===== config.mk =====
export PLATFORM = sky130hd
export DESIGN_NAME = ws2811_frame_ctrl_flat
export DESIGN_NICKNAME = d
export VERILOG_FILES = /design/src/rtl/ws2811_frame_ctrl_if.sv /design/src/rtl/ws2811_frame_ctrl.sv /design/src/flat_wrapper.sv
export SDC_FILE = /design/constraint.sdc
export NUM_CORES = 1
export LEC_CHECK = 0
export ABC_AREA = 1
export CORE_AREA = 4 4 132 134
export CTS_BUF_LIST = sky130_fd_sc_hd__clkbuf_4
export CTS_CLUSTER_DIAMETER = 200
export DETAILED_ROUTE_END_ITERATION = 8
export DIE_AREA = 0 0 136 138
export PLACE_DENSITY_LB_ADDON = 0.12
export SLEW_MARGIN = 10
export SYNTH_ARGS = -nofsm -noshare
export SYNTH_HDL_FRONTEND = slang
export SYNTH_SLANG_ARGS = --single-unit

===== constraint.sdc =====
create_clock -name clk -period 2.1 [get_ports clk]
set_clock_uncertainty 0.05 [all_clocks]
set_input_delay 0.21 -clock clk [delete_from_list [all_inputs] [get_ports clk]]
set_output_delay 0.21 -clock clk [all_outputs]
set_load 0.05 [all_outputs]

===== src/rtl/ws2811_frame_ctrl_if.sv =====
// Host-side write and bank-swap handshake for ws2811_frame_ctrl.
interface ws2811_frame_ctrl_if #(
  parameter int unsigned AW = 3
);
  logic          wr_valid;
  logic          wr_ready;
  logic [AW-1:0] wr_addr;
  logic [23:0]   wr_data;
  logic          swap_req;
  logic          swap_ack;

  modport master (
    output wr_valid, wr_addr, wr_data, swap_req,
    input  wr_ready, swap_ack
  );

  modport slave (
    input  wr_valid, wr_addr, wr_data, swap_req,
    output wr_ready, swap_ack
  );
endinterface


===== src/rtl/ws2811_frame_ctrl.sv =====
// Double-buffered WS2811 pixel store; the host fills the back bank and the swap lands on a frame wrap.
// Define WS2811_BRIGHTNESS_EN to add a global brightness input that scales every output channel.
module ws2811_frame_ctrl #(
  parameter int unsigned NUM_LEDS = 4,
  // One spare address code so that indices >= NUM_LEDS are representable and can be discarded.
  localparam int unsigned AW = $clog2(NUM_LEDS + 1)
) (
  input  logic                clk,
  input  logic                reset,
  ws2811_frame_ctrl_if.slave  bus,
  input  logic [AW-1:0]       led_address,
`ifdef WS2811_BRIGHTNESS_EN
  input  logic [7:0]          brightness,
`endif
  output logic [7:0]          red_out,
  output logic [7:0]          green_out,
  output logic [7:0]          blue_out,
  output logic [15:0]         frame_count
);

  localparam int unsigned   IW   = $clog2(NUM_LEDS);
  localparam logic [AW-1:0] LAST = AW'(NUM_LEDS - 1);

  if (NUM_LEDS < 2) begin : g_num_leds_check
    $error("ws2811_frame_ctrl: NUM_LEDS must be at least 2");
  end

  typedef enum logic {
    IDLE    = 1'b0,
    PENDING = 1'b1
  } state_t;

  state_t        state;
  logic          front;
  logic [AW-1:0] prev_addr;
  logic          swap_ack_q;
  logic [23:0]   bank [2][NUM_LEDS];

  logic          boundary_c;
  logic          wr_fire_c;
  logic [23:0]   pixel_c;

  // A frame ends when the driver wraps from the last LED back to LED 0.
  assign boundary_c   = (prev_addr == LAST) && (led_address == '0);
  assign bus.wr_ready = (state == IDLE) && reset;
  assign wr_fire_c    = bus.wr_valid && bus.wr_ready;
  assign bus.swap_ack = swap_ack_q;

  always_ff @(posedge clk) begin
    if (!reset) begin
      state       <= IDLE;
      front       <= 1'b0;
      prev_addr   <= '0;
      swap_ack_q  <= 1'b0;
      frame_count <= 16'd0;
    end else begin
      prev_addr  <= led_address;
      swap_ack_q <= 1'b0;
      if (boundary_c) frame_count <= frame_count + 16'd1;
      case (state)
        IDLE: begin
          // A request arriving on a boundary cycle waits for the following frame.
          if (bus.swap_req) state <= PENDING;
        end
        PENDING: begin
          if (boundary_c) begin
            front      <= ~front;
            state      <= IDLE;
            swap_ack_q <= 1'b1;
          end
        end
        default: state <= IDLE;
      endcase
    end
  end

  // Banks carry no reset so a frame survives a controller reset.
  always_ff @(posedge clk) begin
    if (wr_fire_c && (bus.wr_addr <= LAST)) begin
      bank[~front][IW'(bus.wr_addr)] <= bus.wr_data;
    end
  end

  assign pixel_c = (led_address <= LAST) ? bank[front][IW'(led_address)] : 24'h0;

`ifdef WS2811_BRIGHTNESS_EN
  function automatic logic [7:0] scale(input logic [7:0] c, input logic [7:0] b);
    logic [15:0] prod;
    prod = 16'(c) * (16'(b) + 16'd1);
    return 8'(prod >> 8);
  endfunction

  assign red_out   = scale(pixel_c[23:16], brightness);
  assign green_out = scale(pixel_c[15:8],  brightness);
  assign blue_out  = scale(pixel_c[7:0],   brightness);
`else
  assign red_out   = pixel_c[23:16];
  assign green_out = pixel_c[15:8];
  assign blue_out  = pixel_c[7:0];
`endif

endmodule

===== src/flat_wrapper.sv =====
// flat-port wrapper written by rule: the top's interface ports become plain ports
module ws2811_frame_ctrl_flat 
#(
  parameter int unsigned NUM_LEDS = 4,
                                                                                               
  localparam int unsigned AW = $clog2(NUM_LEDS + 1)
)
  (clk, reset, led_address, red_out, green_out, blue_out, frame_count, bus_wr_valid, bus_wr_addr, bus_wr_data, bus_swap_req, bus_wr_ready, bus_swap_ack);
  ws2811_frame_ctrl_if bus_i ();
  input  logic clk;
  input  logic reset;
  input  logic [AW-1:0] led_address;
  output logic [7:0] red_out;
  output logic [7:0] green_out;
  output logic [7:0] blue_out;
  output logic [15:0] frame_count;
  input wire logic [$bits(bus_i.wr_valid)-1:0] bus_wr_valid;
  input wire logic [$bits(bus_i.wr_addr)-1:0] bus_wr_addr;
  input wire logic [$bits(bus_i.wr_data)-1:0] bus_wr_data;
  input wire logic [$bits(bus_i.swap_req)-1:0] bus_swap_req;
  output wire logic [$bits(bus_i.wr_ready)-1:0] bus_wr_ready;
  output wire logic [$bits(bus_i.swap_ack)-1:0] bus_swap_ack;
  assign bus_i.wr_valid = bus_wr_valid;
  assign bus_i.wr_addr = bus_wr_addr;
  assign bus_i.wr_data = bus_wr_data;
  assign bus_i.swap_req = bus_swap_req;
  assign bus_wr_ready = bus_i.wr_ready;
  assign bus_swap_ack = bus_i.swap_ack;
  ws2811_frame_ctrl #(.NUM_LEDS(NUM_LEDS)) u_core (.clk(clk), .reset(reset), .bus(bus_i), .led_address(led_address), .red_out(red_out), .green_out(green_out), .blue_out(blue_out), .frame_count(frame_count));
endmodule

== Yosys cells after proc, flatten, opt, wreduce, memory -nomap -nowiden ==
Memories as Yosys holds them, arrays and structs flattened. A register that Yosys moved wholly into a read port is not among the register bits.
Index checks and enable logic that the tools add are counted.
W data, S select, Z words.

* Bits in registers: 22
* Latch bits: 0
* RAM bits: 192
* Memory bits (read-only): 0
* Output and inout bits: 42
* Logic and storage cells: 39
* Memories kept: 1

{| class="wikitable"
|+ Memories
! memory !! depth !! bits a word !! rd ports !! clocked after Yosys merged registers in !! wr ports !! RTL line !! RTL
|-
| u_core.bank || 2 || 96 || 1 || 1 || 1 || ws2811_frame_ctrl.sv:37 || <nowiki>logic [23:0] bank [2][NUM_LEDS];</nowiki>
|}

* Add/sub/neg operators: 1
* Multiply operators: 0
* Divide/modulo/power cells: 0
* Magnitude comparators: 5
* Equality and inequality tests: 1
* Shifts and indexed selects: 0
* Multiplexer cells: 14
* Bitwise operators: 4
* Reductions and logical operators: 8

{| class="wikitable"
|+ Operators with widths
! kind !! number
|-
| $mux W24 || 4
|-
| $mux W96 || 1
|-
| $bmux W24 S2 || 1
|-
| $demux W24 S2 || 1
|-
| $add A16 B1 Y16 const B || 1
|-
| $ge A3 B3 Y1 const B || 2
|-
| $le A3 B2 Y1 const B || 2
|-
| $mux W1 || 6
|-
| $not A2 Y3 || 2
|-
| $logic_and A1 B1 Y1 || 5
|-
| $reduce_and A2 Y1 || 2
|-
| $eq A3 B2 Y1 const B || 1
|-
| $logic_not A3 Y1 || 1
|-
| $lt A3 B1 Y1 const B || 1
|-
| $not A1 Y1 || 2
|-
| $pmux W1 S2 || 1
|}

== Longest topological paths before layout ==
* Depth in word-level cells: 6
* Gate-level depth with buffers: 8

== Least setup slack after synthesis ==
No wires, ideal clock.

* Kind: input to register
* Start point: input reset
* End point: memory u_core.bank[0][0] in the netlist's numbering (enable)
* Library setup time: 405 ps
* Data arrival time: 2559 ps
* Required time: 1645 ps
* Setup slack: -913 ps
* Stages on the path: 7
* Buffers on the path: 1
* Cells stage by stage: buf_2 inv_2 nor2_1 nand2_1 nor2_2 nand3_1 nor2_1

* Longest elaborated chain between the ends: 5

{| class="wikitable"
|+ RTL lines
! item !! RTL line !! RTL
|-
| start, declared || flat_wrapper.sv:11 || <nowiki>input logic reset;</nowiki>
|-
| $logic_and A1 B1 Y1 || ws2811_frame_ctrl.sv:45 || <nowiki>assign bus.wr_ready = (state == IDLE) && reset;</nowiki>
|-
| net bus_wr_ready || flat_wrapper.sv:21 || <nowiki>output wire logic [$bits(bus_i.wr_ready)-1:0] bus_wr_ready;</nowiki>
|-
| $logic_and A1 B1 Y1 || ws2811_frame_ctrl.sv:46 || <nowiki>assign wr_fire_c = bus.wr_valid && bus.wr_ready;</nowiki>
|-
| $logic_and A1 B1 Y1 || ws2811_frame_ctrl.sv:79 || <nowiki>if (wr_fire_c && (bus.wr_addr <= LAST)) begin</nowiki>
|-
| $mux W1 || ws2811_frame_ctrl.sv:79 ||
|-
| $mux W96 (not written as such) || ws2811_frame_ctrl.sv:80 || <nowiki>bank[~front][IW'(bus.wr_addr)] <= bus.wr_data;</nowiki>
|-
| end, declared || ws2811_frame_ctrl.sv:37 ||
|}

The timed path passes the listed nets, and every way through them passes these cells.

==> results summary <==
The leakage power is 0.00417 uW. The area of the die came out at 0.0188 mm2. The smallest clock period supported by the final layout is computed as 2.28 ns. Setup violations remaining at the end of the flow were counted as 24. STA classifies the critical path endpoint as an output port. The run finished, with violations left.

The number of primary I/O pins is 76. The y dimension of the die came out at 138 um. The largest voltage drop on the vdd net is 0.545 mV. The most common cell after layout, fill and taps aside is sky130_fd_sc_hd__edfxtp_1.

The first global-routing pass estimated 31300 um of wire. The synthesized design spends more area on one cell type than any other, namely sky130_fd_sc_hd__edfxtp_1. The number of buffers inserted during clock tree synthesis came out at 51. Setup repair after global routing could not meet its margin everywhere. The area of all sequential standard cells came out at 0.00623 mm2. The final standard cell utilization of the core is 71.8%.

The number of placement rows came out at 47. The average cell area after synthesis came out at 12.0 um2. The starting density of the core is 53.0%. The final count of pins violating max slew is 0. The placer congestion estimate is 0.779.

The number of antenna violations at the first check in global routing was 1. The worst min-delay path class is input pin to flop. In this run switching power makes up 22.0% of total power. The first-pass iteration count of the detailed router is 5.

For the final routed database, the setup TNS stands at -2.72 ns. The internal power of the cells totals 6650 uW. The clock transition at the registers of the reported paths came out at 0.06 ns. The critical path data arrival time came out at 2.02 ns.

The final standard cell area without fillers came out at 0.0117 mm2. The most critical setup path has its endpoint at red_out[6]. The reg-to-reg critical path endpoint is u_core.bank[0][67].

The gate count after technology mapping came out at 718. The ratio of routed vias to standard cells came out at 5.56. The instance area after placement is 0.0103 mm2. For this design, the sink count on the clock tree is 215. The overall fraction of global-route tracks in use is 21.2%. The top cell types in the final layout, fill and taps aside, are sky130_fd_sc_hd__edfxtp_1, sky130_fd_sc_hd__nand2_1, sky130_fd_sc_hd__clkbuf_4.

Cells with a size suffix above 1 make up 32.5% of the layout. The first routing iteration left 466 violations. At the pin with the least slew margin, the transition time is 0.502 ns.

The clock network latency to the later pin of the worst-skew pair came out at 0.62 ns. Compared with the post-synthesis result, the final layout area differs by 35.4%. The multi-input logic area came out at 0.00239 mm2. The root buffer selected by CTS is sky130_fd_sc_hd__clkbuf_4.

STA classifies the critical path startpoint as a flop. The power density normalized to cell area is 728 mW/mm2. Per report_power, the combinational group accounts for 7.1% of the total. The worst setup path is of the flop to output port kind. The peak fanout along the critical path came out at 6. The fraction of the yosys area taken by sequential cells is 72.1%.

The routed layout has 6268 vias. The via count of the first global-routing pass is 6097. The timing-limited maximum frequency came out at 0.438 GHz. The horizontal die dimension is 136 um.

After synthesis, the cell types taking the most area are sky130_fd_sc_hd__edfxtp_1, sky130_fd_sc_hd__dfxtp_1, sky130_fd_sc_hd__o21ai_0. The number of max-cap violations is 0. The clock network burns 37.9% of the power.

The worst-case headroom to the max-slew limit came out at 66.5%. The startpoint identified for the worst register-to-register timing path is u_core.front. The total of warnings raised by yosys came out at 0. When the netlist entered floorplanning its net count stood at 753. The post-layout worst setup margin is -0.183 ns. TritonCTS built the clock tree.

The number of port buffers is 75. The number of instances in the placed design came out at 1010. The area share of the largest cell type after synthesis is 66.7%. For this run, design rule violations remaining after detail routing come to 0. Once detail routing completed, the nets flagged for antenna violations numbered 0. The deepest level of the CTS H-tree is 2.

The number of nets in the layout came out at 908. The worst path required time came out at 1.84 ns. The cell count of the worst reg-to-reg path came out at 3. The final instance count without filler cells is 1128. The number of fillers in the final layout is 1127. The total length of routed wires came out at 22200 um. The region available for standard cell placement spans 0.0163 mm2. The number of synthesized register bits is 215. The total congestion overflow came out at 0. The final reports fail on setup timing. For flop-to-flop paths, the worst setup slack is 0.39 ns. Of the total power, registers draw 55.0%. After detailed routing, the average wire length per cell comes to 19.6 um. The summed instance area of the synthesized netlist is 0.00864 mm2. Detailed placement ended at an HPWL of 11700 um.

The maximum number of pins on one net before global-route repair is 49. The number of distinct library cells after synthesis came out at 28. The maximum root-to-sink buffer count came out at 3.

The analysis attributes to net switching a power of 1870 uW. The final hold violation count came out at 0. Of the available clock period, the critical path in the final layout requires 109%.
[cell families after synthesis]
| family | count (synthesis) | synth area share, % |
|---|---|---|
| AOI/OAI and AO/OA | 157 | 9.82 |
| adders and majority gates | 1 | 0.145 |
| buffers and inverters | 57 | 3.30 |
| DFF | 215 | 72.1 |
| and+or+nand+nor | 288 | 14.7 |
[synthesized netlist by cell type]
library cell               number
sky130_fd_sc_hd__edfxtp_1     192
sky130_fd_sc_hd__nand4_1        2
sky130_fd_sc_hd__o21a_1         1
sky130_fd_sc_hd__nand2_2        1
sky130_fd_sc_hd__nand3_4        1
sky130_fd_sc_hd__nand2_1      111
sky130_fd_sc_hd__inv_1         15
sky130_fd_sc_hd__nor3b_1        1
sky130_fd_sc_hd__inv_4          1
sky130_fd_sc_hd__clkbuf_1      15
sky130_fd_sc_hd__and2_1         3
sky130_fd_sc_hd__buf_2         12
sky130_fd_sc_hd__o21ai_0       86
sky130_fd_sc_hd__clkinv_2       1
sky130_fd_sc_hd__buf_6          6
sky130_fd_sc_hd__nor2_4         2
sky130_fd_sc_hd__inv_2          4
sky130_fd_sc_hd__buf_1          1
sky130_fd_sc_hd__nand3_1       16
sky130_fd_sc_hd__nor2_1       102
sky130_fd_sc_hd__o21ai_1       15
sky130_fd_sc_hd__buf_4          2
sky130_fd_sc_hd__nor3_1         2
sky130_fd_sc_hd__dfxtp_1       23
sky130_fd_sc_hd__ha_1           1
sky130_fd_sc_hd__a21oi_1        7
sky130_fd_sc_hd__o22ai_1       48
sky130_fd_sc_hd__nor2_2        47
[per-stage QoR]
step	setup slack [ns]	total power, uW	hold slack (ns)
5_1_grt	-0.290	8860	0.106
2_1_floorplan	0.0701	5020	0.253
3_3_place_gp	0.0771	5340	0.443
4_1_cts	-0.173	8570	0.0640
6_report	-0.183	8520	0.114
3_5_place_dp	0.0337	5350	0.474
[state kept, by name, indices dropped and copies added (netlist names), named ones only]
register / cells
u_core.prev_addr: 3
u_core.bus.swap_ack: 1
u_core.frame_count: 16
u_core.bank: 192
u_core.state: 1
u_core.front: 1
[critical path: stages, from the launching register on]
cell and delay (ns):
sky130_fd_sc_hd__dfxtp_4 0.40, sky130_fd_sc_hd__buf_6 0.13, sky130_fd_sc_hd__buf_12 0.12, sky130_fd_sc_hd__clkbuf_16 0.16, sky130_fd_sc_hd__o21ai_1 0.08, sky130_fd_sc_hd__o22ai_1 0.18, sky130_fd_sc_hd__nand2_1 0.09, sky130_fd_sc_hd__nand2_2 0.11
sky130_fd_sc_hd__buf_12 0.14
[worst min path at each step]
stage,cells past startpoint,startpoint,to
2_1_floorplan,2,led_address[1],u_core.prev_addr[1]
3_3_place_gp,2,u_core.frame_count[15],u_core.frame_count[15]
3_5_place_dp,2,u_core.state,u_core.bus.swap_ack
4_1_cts,3,bus_swap_req,u_core.state
5_1_grt,3,bus_swap_req,u_core.state
6_report,3,bus_swap_req,u_core.state
[final cells by class]
type,instances,share of cell area (%)
Sequential cell,215,53.3
Multi-Input combinational cell,446,20.4
Timing Repair Buffer,136,17.6
Clock buffer,80,5.13
Tap cell,220,2.35
Inverter,21,0.792
Clock inverter,7,0.235
Timing Repair inverter,2,0.235
Antenna cell,1,0.0214
[per-layer routing]
layer / global-route usage, % / up-vias / part of all wire [%]
met5: 0 / - / 0
met4: 6.31 / 0 / 2.1
met3: 4.76 / 36 / 7.7
met2: 34.2 / 260 / 49
met1: 29.2 / 3062 / 41
li1: - / 2910 / -
[power groups by stage]
stage / Combinational [uW] / Sequential, uW / Clock [uW]
floorplan: 241 / 4780 / 0
global placement: 568 / 4770 / 0
detailed placement: 576 / 4780 / 0
CTS: 591 / 4680 / 3300
global route: 641 / 4680 / 3540
finish: 608 / 4680 / 3230
[what timing repair did]
action	CTS	global route
hold buffers	0	0
pin swaps	5	22
setup endpoints to repair	40	24
resized for setup	69	90
setup buffers	0	10
gates cloned	3	17
Power figures use the tool's default switching activity.
